## config.mk

```make
export PLATFORM = sky130hd
export DESIGN_NAME = spi_master_slave
export DESIGN_NICKNAME = d
export VERILOG_FILES = /design/src/rtl/spi_master_slave.sv
export SDC_FILE = /design/constraint.sdc
export NUM_CORES = 1
export LEC_CHECK = 0
export CAP_MARGIN = 0
export CORE_MARGIN = 2
export CORE_UTILIZATION = 45
export CTS_CLUSTER_DIAMETER = 50
export CTS_CLUSTER_SIZE = 30
export DETAILED_ROUTE_END_ITERATION = 7
export PLACE_DENSITY_LB_ADDON = 0.2
export SYNTH_ARGS = -nofsm -noshare
export SYNTH_HDL_FRONTEND = slang
export SYNTH_SLANG_ARGS = --single-unit
```

## constraint.sdc

```tcl
create_clock -name clk -period 5.1 [get_ports clk]
set_clock_uncertainty 0.05 [all_clocks]
set_input_delay 1.02 -clock clk [delete_from_list [all_inputs] [get_ports clk]]
set_output_delay 1.02 -clock clk [all_outputs]
set_load 0.005 [all_outputs]
```

## src/rtl/spi_master_slave.sv

```systemverilog
// Matched SPI mode-0 master and oversampling slave sharing one system clock.
// The bus is wired internally and also driven out for observation.
module spi_master_slave #(
    parameter int unsigned CLK_DIV = 4,
    parameter int unsigned DATA_W  = 8
) (
    input  logic              clk,
    input  logic              rst_n,
    input  logic [DATA_W-1:0] tx_data,
    input  logic              start_transfer,
    output logic              transfer_done,
    output logic [DATA_W-1:0] rx_data,
    input  logic [DATA_W-1:0] slave_tx_data,
    output logic [DATA_W-1:0] slave_rx_data,
    output logic              data_received,
    output logic              sclk,
    output logic              ss_n,
    output logic              mosi,
    output logic              miso
);

    localparam int unsigned DivW  = $clog2(CLK_DIV + 1);
    localparam int unsigned HalfW = $clog2(2 * DATA_W);
    localparam int unsigned CntW  = $clog2(DATA_W + 1);

    localparam logic [DivW-1:0]  DivLast  = DivW'(CLK_DIV - 1);
    localparam logic [HalfW-1:0] HalfLast = HalfW'(2 * DATA_W - 1);
    localparam logic [HalfW-1:0] LastFall = HalfW'(2 * DATA_W - 2);
    localparam logic [CntW-1:0]  BitsFull = CntW'(DATA_W);
    localparam logic [CntW-1:0]  BitLast  = CntW'(DATA_W - 1);

    typedef enum logic [1:0] {StIdle, StSetup, StTransfer, StDone} mst_state_e;

    // ---------------- master ----------------
    mst_state_e        mst_state_q, mst_state_d;
    logic [DivW-1:0]   div_cnt_q, div_cnt_d;
    logic [HalfW-1:0]  half_cnt_q, half_cnt_d;
    logic [DATA_W-1:0] mst_tx_q, mst_tx_d;
    logic [DATA_W-1:0] mst_rx_q, mst_rx_d;
    logic [DATA_W-1:0] rx_data_q, rx_data_d;
    logic              sclk_q, sclk_d;
    logic              ss_n_q, ss_n_d;
    logic              mosi_q, mosi_d;
    logic              done_q, done_d;

    // ---------------- slave ----------------
    logic [2:0]        sclk_sync_q, ss_sync_q, mosi_sync_q;
    logic [DATA_W-1:0] slv_tx_q, slv_tx_d;
    logic [DATA_W-1:0] slv_rx_q, slv_rx_d;
    logic [DATA_W-1:0] slave_rx_data_q, slave_rx_data_d;
    logic [CntW-1:0]   bit_cnt_q, bit_cnt_d;
    logic              miso_q, miso_d;
    logic              drx_q, drx_d;
    logic              sclk_rise, sclk_fall, ss_fall, ss_low, mosi_s;

    always_comb begin
        mst_state_d = mst_state_q;
        div_cnt_d   = div_cnt_q;
        half_cnt_d  = half_cnt_q;
        mst_tx_d    = mst_tx_q;
        mst_rx_d    = mst_rx_q;
        rx_data_d   = rx_data_q;
        sclk_d      = sclk_q;
        ss_n_d      = ss_n_q;
        mosi_d      = mosi_q;
        done_d      = 1'b0;
        unique case (mst_state_q)
            StIdle: begin
                if (start_transfer) begin
                    mst_tx_d    = tx_data;
                    mst_rx_d    = '0;
                    ss_n_d      = 1'b0;
                    mosi_d      = tx_data[DATA_W-1];
                    div_cnt_d   = '0;
                    half_cnt_d  = '0;
                    mst_state_d = StSetup;
                end
            end
            StSetup: begin
                if (div_cnt_q == DivLast) begin
                    // First rising edge: capture the slave's MSB.
                    div_cnt_d   = '0;
                    sclk_d      = 1'b1;
                    mst_rx_d    = {mst_rx_q[DATA_W-2:0], miso_q};
                    mst_state_d = StTransfer;
                end else begin
                    div_cnt_d = div_cnt_q + DivW'(1);
                end
            end
            StTransfer: begin
                if (div_cnt_q == DivLast) begin
                    div_cnt_d  = '0;
                    half_cnt_d = half_cnt_q + HalfW'(1);
                    if (half_cnt_q == HalfLast) begin
                        ss_n_d      = 1'b1;
                        mosi_d      = 1'b0;
                        done_d      = 1'b1;
                        rx_data_d   = mst_rx_q;
                        mst_state_d = StDone;
                    end else if (!half_cnt_q[0]) begin
                        sclk_d = 1'b0;
                        if (half_cnt_q != LastFall) begin
                            mst_tx_d = {mst_tx_q[DATA_W-2:0], 1'b0};
                            mosi_d   = mst_tx_q[DATA_W-2];
                        end
                    end else begin
                        sclk_d   = 1'b1;
                        mst_rx_d = {mst_rx_q[DATA_W-2:0], miso_q};
                    end
                end else begin
                    div_cnt_d = div_cnt_q + DivW'(1);
                end
            end
            StDone: begin
                mst_state_d = StIdle;
            end
            default: begin
                mst_state_d = StIdle;
            end
        endcase
    end

    always_ff @(posedge clk) begin
        if (!rst_n) begin
            mst_state_q <= StIdle;
            div_cnt_q   <= '0;
            half_cnt_q  <= '0;
            mst_tx_q    <= '0;
            mst_rx_q    <= '0;
            rx_data_q   <= '0;
            sclk_q      <= 1'b0;
            ss_n_q      <= 1'b1;
            mosi_q      <= 1'b0;
            done_q      <= 1'b0;
        end else begin
            mst_state_q <= mst_state_d;
            div_cnt_q   <= div_cnt_d;
            half_cnt_q  <= half_cnt_d;
            mst_tx_q    <= mst_tx_d;
            mst_rx_q    <= mst_rx_d;
            rx_data_q   <= rx_data_d;
            sclk_q      <= sclk_d;
            ss_n_q      <= ss_n_d;
            mosi_q      <= mosi_d;
            done_q      <= done_d;
        end
    end

    // Bit [1] is the synchronized level, bit [2] the previous one for edges.
    assign sclk_rise = sclk_sync_q[1] & ~sclk_sync_q[2];
    assign sclk_fall = ~sclk_sync_q[1] & sclk_sync_q[2];
    assign ss_fall   = ~ss_sync_q[1] & ss_sync_q[2];
    assign ss_low    = ~ss_sync_q[1];
    assign mosi_s    = mosi_sync_q[2];

    always_comb begin
        slv_tx_d        = slv_tx_q;
        slv_rx_d        = slv_rx_q;
        slave_rx_data_d = slave_rx_data_q;
        bit_cnt_d       = bit_cnt_q;
        miso_d          = miso_q;
        drx_d           = 1'b0;
        if (!ss_low) begin
            miso_d    = 1'b0;
            bit_cnt_d = '0;
        end else if (ss_fall) begin
            slv_tx_d  = slave_tx_data;
            slv_rx_d  = '0;
            miso_d    = slave_tx_data[DATA_W-1];
            bit_cnt_d = '0;
        end else if (sclk_rise && (bit_cnt_q < BitsFull)) begin
            slv_rx_d  = {slv_rx_q[DATA_W-2:0], mosi_s};
            bit_cnt_d = bit_cnt_q + CntW'(1);
            if (bit_cnt_q == BitLast) begin
                slave_rx_data_d = {slv_rx_q[DATA_W-2:0], mosi_s};
                drx_d           = 1'b1;
            end
        end else if (sclk_fall && (bit_cnt_q < BitsFull)) begin
            slv_tx_d = {slv_tx_q[DATA_W-2:0], 1'b0};
            miso_d   = slv_tx_q[DATA_W-2];
        end
    end

    always_ff @(posedge clk) begin
        if (!rst_n) begin
            sclk_sync_q     <= 3'b000;
            ss_sync_q       <= 3'b111;
            mosi_sync_q     <= 3'b000;
            slv_tx_q        <= '0;
            slv_rx_q        <= '0;
            slave_rx_data_q <= '0;
            bit_cnt_q       <= '0;
            miso_q          <= 1'b0;
            drx_q           <= 1'b0;
        end else begin
            sclk_sync_q     <= {sclk_sync_q[1:0], sclk_q};
            ss_sync_q       <= {ss_sync_q[1:0], ss_n_q};
            mosi_sync_q     <= {mosi_sync_q[1:0], mosi_q};
            slv_tx_q        <= slv_tx_d;
            slv_rx_q        <= slv_rx_d;
            slave_rx_data_q <= slave_rx_data_d;
            bit_cnt_q       <= bit_cnt_d;
            miso_q          <= miso_d;
            drx_q           <= drx_d;
        end
    end

    assign transfer_done = done_q;
    assign rx_data       = rx_data_q;
    assign slave_rx_data = slave_rx_data_q;
    assign data_received = drx_q;
    assign sclk          = sclk_q;
    assign ss_n          = ss_n_q;
    assign mosi          = mosi_q;
    assign miso          = miso_q;

endmodule

```

# [Yosys cells after proc, flatten, opt, wreduce, memory -nomap -nowiden]
# Cells that the tools add are included.
[totals] register_bits=73 inputBits=19 output_inout_bits=22 wordCells=125
[classes] n_addsub=3 magnitude_cmp=1 n_eq_ne=18 muxes=48 n_bitwise=9 n_reduce_logical=27
[op_table] operator="7-bit two-way mux" count=10
[op_table] operator="8-bit two-way mux" count=5
[op_table] operator="8-bit case mux with 3 select lines" count=1
[op_table] operator="2-bit inequality test (second input constant)" count=9
[op_table] operator="1-bit two-way mux" count=17
[op_table] operator="4-bit AND reduction" count=4
[op_table] operator="7-bit case mux with 2 select lines" count=1
[op_table] operator="3-bit AND reduction" count=4
[op_table] operator="6-bit AND reduction" count=2
[op_table] operator="2-bit nonzero test" count=5
[op_table] operator="4-bit by 1-bit adder with 4-bit output (second input constant)" count=2
[op_table] operator="2-bit two-way mux" count=4
[op_table] operator="4-bit two-way mux" count=2
[op_table] operator="2-bit case mux with 4 select lines" count=1
[op_table] operator="4-bit case mux with 2 select lines" count=1
[op_table] operator="3-bit two-way mux" count=2
[op_table] operator="3-bit inequality test (second input constant)" count=2
[op_table] operator="1-bit NOT" count=6
[op_table] operator="1-bit case mux with 2 select lines" count=3
[op_table] operator="3-bit case mux with 2 select lines" count=1
[op_table] operator="2-bit AND reduction" count=3
[op_table] operator="5-bit AND reduction" count=1
[op_table] operator="2-bit == test (second input constant)" count=2
[op_table] operator="4-bit by 3-bit == test with 1-bit output (second input constant)" count=1
[op_table] operator="13 further kinds" count=17

# [Longest topological paths before layout]
[logic_depth] word_depth=6 depth_mapped=8

# [Worst setup path after synthesis]
# OpenSTA, ideal clock, no wires.
[synth_path] kind="input port to flip-flop" startpoint="input start_transfer" endpoint="register half_cnt_q[3]" setup_ps=70 arrival_ps=1847 slack_ps=3133 cell_stages=4 path_buffers=0 path_cell_list="nand2b_2 o21ai_1 or4_1 a21oi_1"
[synth_between] elab_chain_len=2
[synth_rtl] element="start: declaration" line_no="10" text="input logic start_transfer,"
[synth_rtl] element="2-bit inequality test (no source line)"
[synth_rtl] element="3-bit AND reduction (no source line)"
[synth_rtl] element="end signal: assignment" line_no="138" text="half_cnt_q <= half_cnt_d;"
[synth_rtl] element="end: declaration" line_no="37" text="logic [HalfW-1:0] half_cnt_q, half_cnt_d;"
# Every way passes these cells.
# A chain may end at the register's enable or synchronous reset.

# [Final worst setup path]
[layout_path] startpoint="input rst_n" endpoint="register slv_tx_q[2]"
[layout_lines] element="start: declaration" line_no="8" text="input logic rst_n,"
[layout_lines] element="end signal: assignment" line_no="199" text="slv_tx_q <= slv_tx_d;"
[layout_lines] element="end: declaration" line_no="48" text="logic [DATA_W-1:0] slv_tx_q, slv_tx_d;"
# No word-level cell between the ends.

==> run metrics <==
number of flops mapped to enable cells by yosys 0; worst skew pair latency approximately 350 ps; R2R cell count 5; #FFs+latches synth 73; Pre-antenna DRT Iters 4; Pwr Density between 400 and 500 mW/mm²; Max Cap Viol 0; worst hold start ss_sync_q[0]$_SDFF_PN1_; CTS H-tree lvls 3; asr flop ratio synth 0; Mean Syn Cell Area ~9.6 µm²; die area between 0.007 and 0.008 mm²; CTS tree done; Die W a little under 90 µm; post-synthesis sequential area ratio 0.467; Routed WL per cell 12.8 µm; First DRT Iteration DRCs a little over 80; post-cts hold buffer count 0; Gates resized, CTS repair 0; IR Drop Worst-Case VDD 257 µV; vias about 2300; area grow syn2layout 18.1%; met1 Use GR 0.209; CP max stage cell clkdlybuf4s50_1; DRT antenna net count 0; Inserted Clock Buffers 9; diode count 0; Initial Util 0.463; first-pass GRT wire length 9670 µm; minimum clock period after layout approximately 3000 ps; # Post-CTS Setup Buffers 0; DRC violations left 0; Inst Count DP between 400 and 500; CP Class in -> reg; layout cell share with drive strength beyond 1 0.0926; met3 global-route usage 0.0578; cell count after synthesis 325; Worst EP required roughly 5300 ps; total congestion overflow 0; post-DP HPWL between 3000 and 4000 µm; Worst Hold Depth 1; Core Area approximately 0.0068 mm²; FF-to-FF End mst_rx_q[7]$_SDFFE_PN0P_; Area after DPL around 0.0035 mm²; Hold Path Class reg -> reg; top_reg_cell synth dfxtp_1; Post-Syn Nets roughly 350; count of final setup violators 0; Clock transition at path regs 70 ps; period utilization 0.580; Max Freq approximately 340 MHz; clk root buf clkbuf_8; Hold EP ss_sync_q[1]$_SDFF_PN1_; CTS Buffer Depth 2; total negative setup slack 0 ps; die height between 80 and 90 µm; Finished Layout Cells roughly 450; Top Ports 41; Slew @ Worst Pin between 800 and 900 ps; number of global-route vias before repair around 2100; GRT Util Overall 0.164; Final Hold Vio Count 0; status completed; # rows 30; unrepaired setup endpoints after global routing false; detailed-route wire length between 5000 and 6000 µm; largest net degree at the start of global routing 27; max-slew violation count 0; gr busiest metal met2; synth warn 0; clk sinks 73; Leak between 1 and 1.5 nW; Register-to-Register Setup Slack 2800 ps; crit-path cells clkdlybuf4s50_1 -> inv_1 -> buf_4 -> a311oi_1; GP Congestion 0.800; PortBufs 40; Worst Setup End Kind register; CP peak stage delay between 900 and 1000 ps; Post-Syn Area around 0.0031 mm²; R2R Path Start mst_state_q[0]$_SDFFE_PN0P_; Arrival @ worst endpoint between 3000 and 4000 ps; met2 Usage GRT 0.249; via density per instance 5.24; type of element launching the critical path input port; Power Total between 1.5 and 2 mW; Design Area, Final 0.00370 mm²; critical path peak fanout 26; Post-layout nets approximately 400; Rel. slew slack 0.436; initial antenna violation count 0; Cell variety after synth between 50 and 60
==> placed cells by master (no fill, tap or decap), drive strengths merged, types with 3 or more instances in the layout <==
| cell type | n |
|---|---|
| o21ai | 5 |
| mux2i | 34 |
| a311oi | 14 |
| nand3 | 3 |
| ha | 8 |
| and2 | 7 |
| nand2b | 9 |
| inv | 6 |
| nor2 | 36 |
| and2b | 3 |
| clkdlybuf4s50 | 40 |
| clkinvlp | 3 |
| clkbuf | 11 |
| a21oi | 25 |
| dfxtp | 73 |
| mux2 | 3 |
| nand2 | 52 |
==> sequential cells by signal (all words and copies together), names as in the netlist, 4 cells and up <==
signal         flops
slv_rx_q           7
rx_data            8
bit_cnt_q          4
slv_tx_q           7
mst_tx_q           7
slave_rx_data      8
mst_rx_q           8
half_cnt_q         4
==> kinds of logic (layout without fill, tap and decap cells) <==
group,Yosys count,in the layout,synth area share
muxes,37,37,0.120
and+or+nand+nor,128,128,0.210
adders and majority gates,8,8,0.0320
AOI/OAI and AO/OA,56,56,0.124
xor gates and xnor gates,2,2,0.00560
buffers and inverters,21,63,0.0416
DFF,73,73,0.467
==> Yosys cell counts, types with 2 or more instances <==
master / instances / area share
nand2b_1: 8 / 0.016
buf_6: 2 / 0.0072
a21oi_1: 24 / 0.038
inv_1: 5 / 0.0060
mux2_2: 3 / 0.011
and2b_1: 3 / 0.0072
ha_1: 8 / 0.032
clkbuf_1: 4 / 0.0048
o21ai_0: 4 / 0.0064
nor2_1: 36 / 0.043
and3_2: 2 / 0.0048
a311oi_1: 14 / 0.039
buf_4: 3 / 0.0072
and2_1: 7 / 0.014
nand3_1: 2 / 0.0032
nor3b_2: 2 / 0.0080
dfxtp_1: 73 / 0.47
nand4b_1: 2 / 0.0056
o211ai_1: 2 / 0.0048
nand2_1: 51 / 0.061
nand4_1: 2 / 0.0040
buf_2: 3 / 0.0048
nor2b_1: 2 / 0.0040
mux2i_1: 34 / 0.11
==> metal layers <==
layer / wire length [µm] / vias up
met1: 2720 / 1070
li1: - / 1212
met3: 287 / 11
met2: 2610 / 51
met4: 129 / 0
met5: 0 / -
==> area by class of cell <==
type | instances | area [µm²]
Fill cell | 595 | 3060
Multi-Input combinational cell | 231 | 1540
Sequential cell | 73 | 1460
Timing Repair Buffer | 41 | 408
Clock buffer | 11 | 131
Tap cell | 80 | 100
Clock inverter | 5 | 32.5
Inverter | 6 | 25.0
==> worst max path at each step <==
stage | cells after the start | start | to | slack [ps]
6_report | 4 | rst_n | slv_tx_q[2]$_SDFFE_PN0P_ | 2140
3_5_place_dp | 4 | rst_n | slv_tx_q[2]$_SDFFE_PN0P_ | 1740
2_1_floorplan | 4 | start_transfer | half_cnt_q[3]$_SDFFE_PN0P_ | 3130
4_1_cts | 4 | rst_n | slv_tx_q[2]$_SDFFE_PN0P_ | 2100
3_3_place_gp | 4 | rst_n | mst_tx_q[3]$_SDFFE_PN0P_ | 1820
5_1_grt | 4 | rst_n | mst_tx_q[3]$_SDFFE_PN0P_ | 1930
==> metrics by stage <==
step	worst slack, ps	util	hold WS, ps
floorplan	3130	-	336
global placement	1820	0.523	348
detailed placement	1740	0.523	346
CTS	2100	0.547	365
global route	1930	0.547	386
finish	2140	0.547	361
==> critical path: cells and delay by family <==
| family | cells | cell delay, ps |
|---|---|---|
| AOI/OAI and AO/OA | 1 | 200 |
| buffers and inverters | 3 | 1930 |
==> report_power, final <==
group,internal (mW),leakage (nW),switching (mW)
clock network,0.175,0.0753,0.213
logic,0.210,0.702,0.286
registers,0.624,0.592,0.0340
Note: power is estimated with default switching activity, not from simulation.
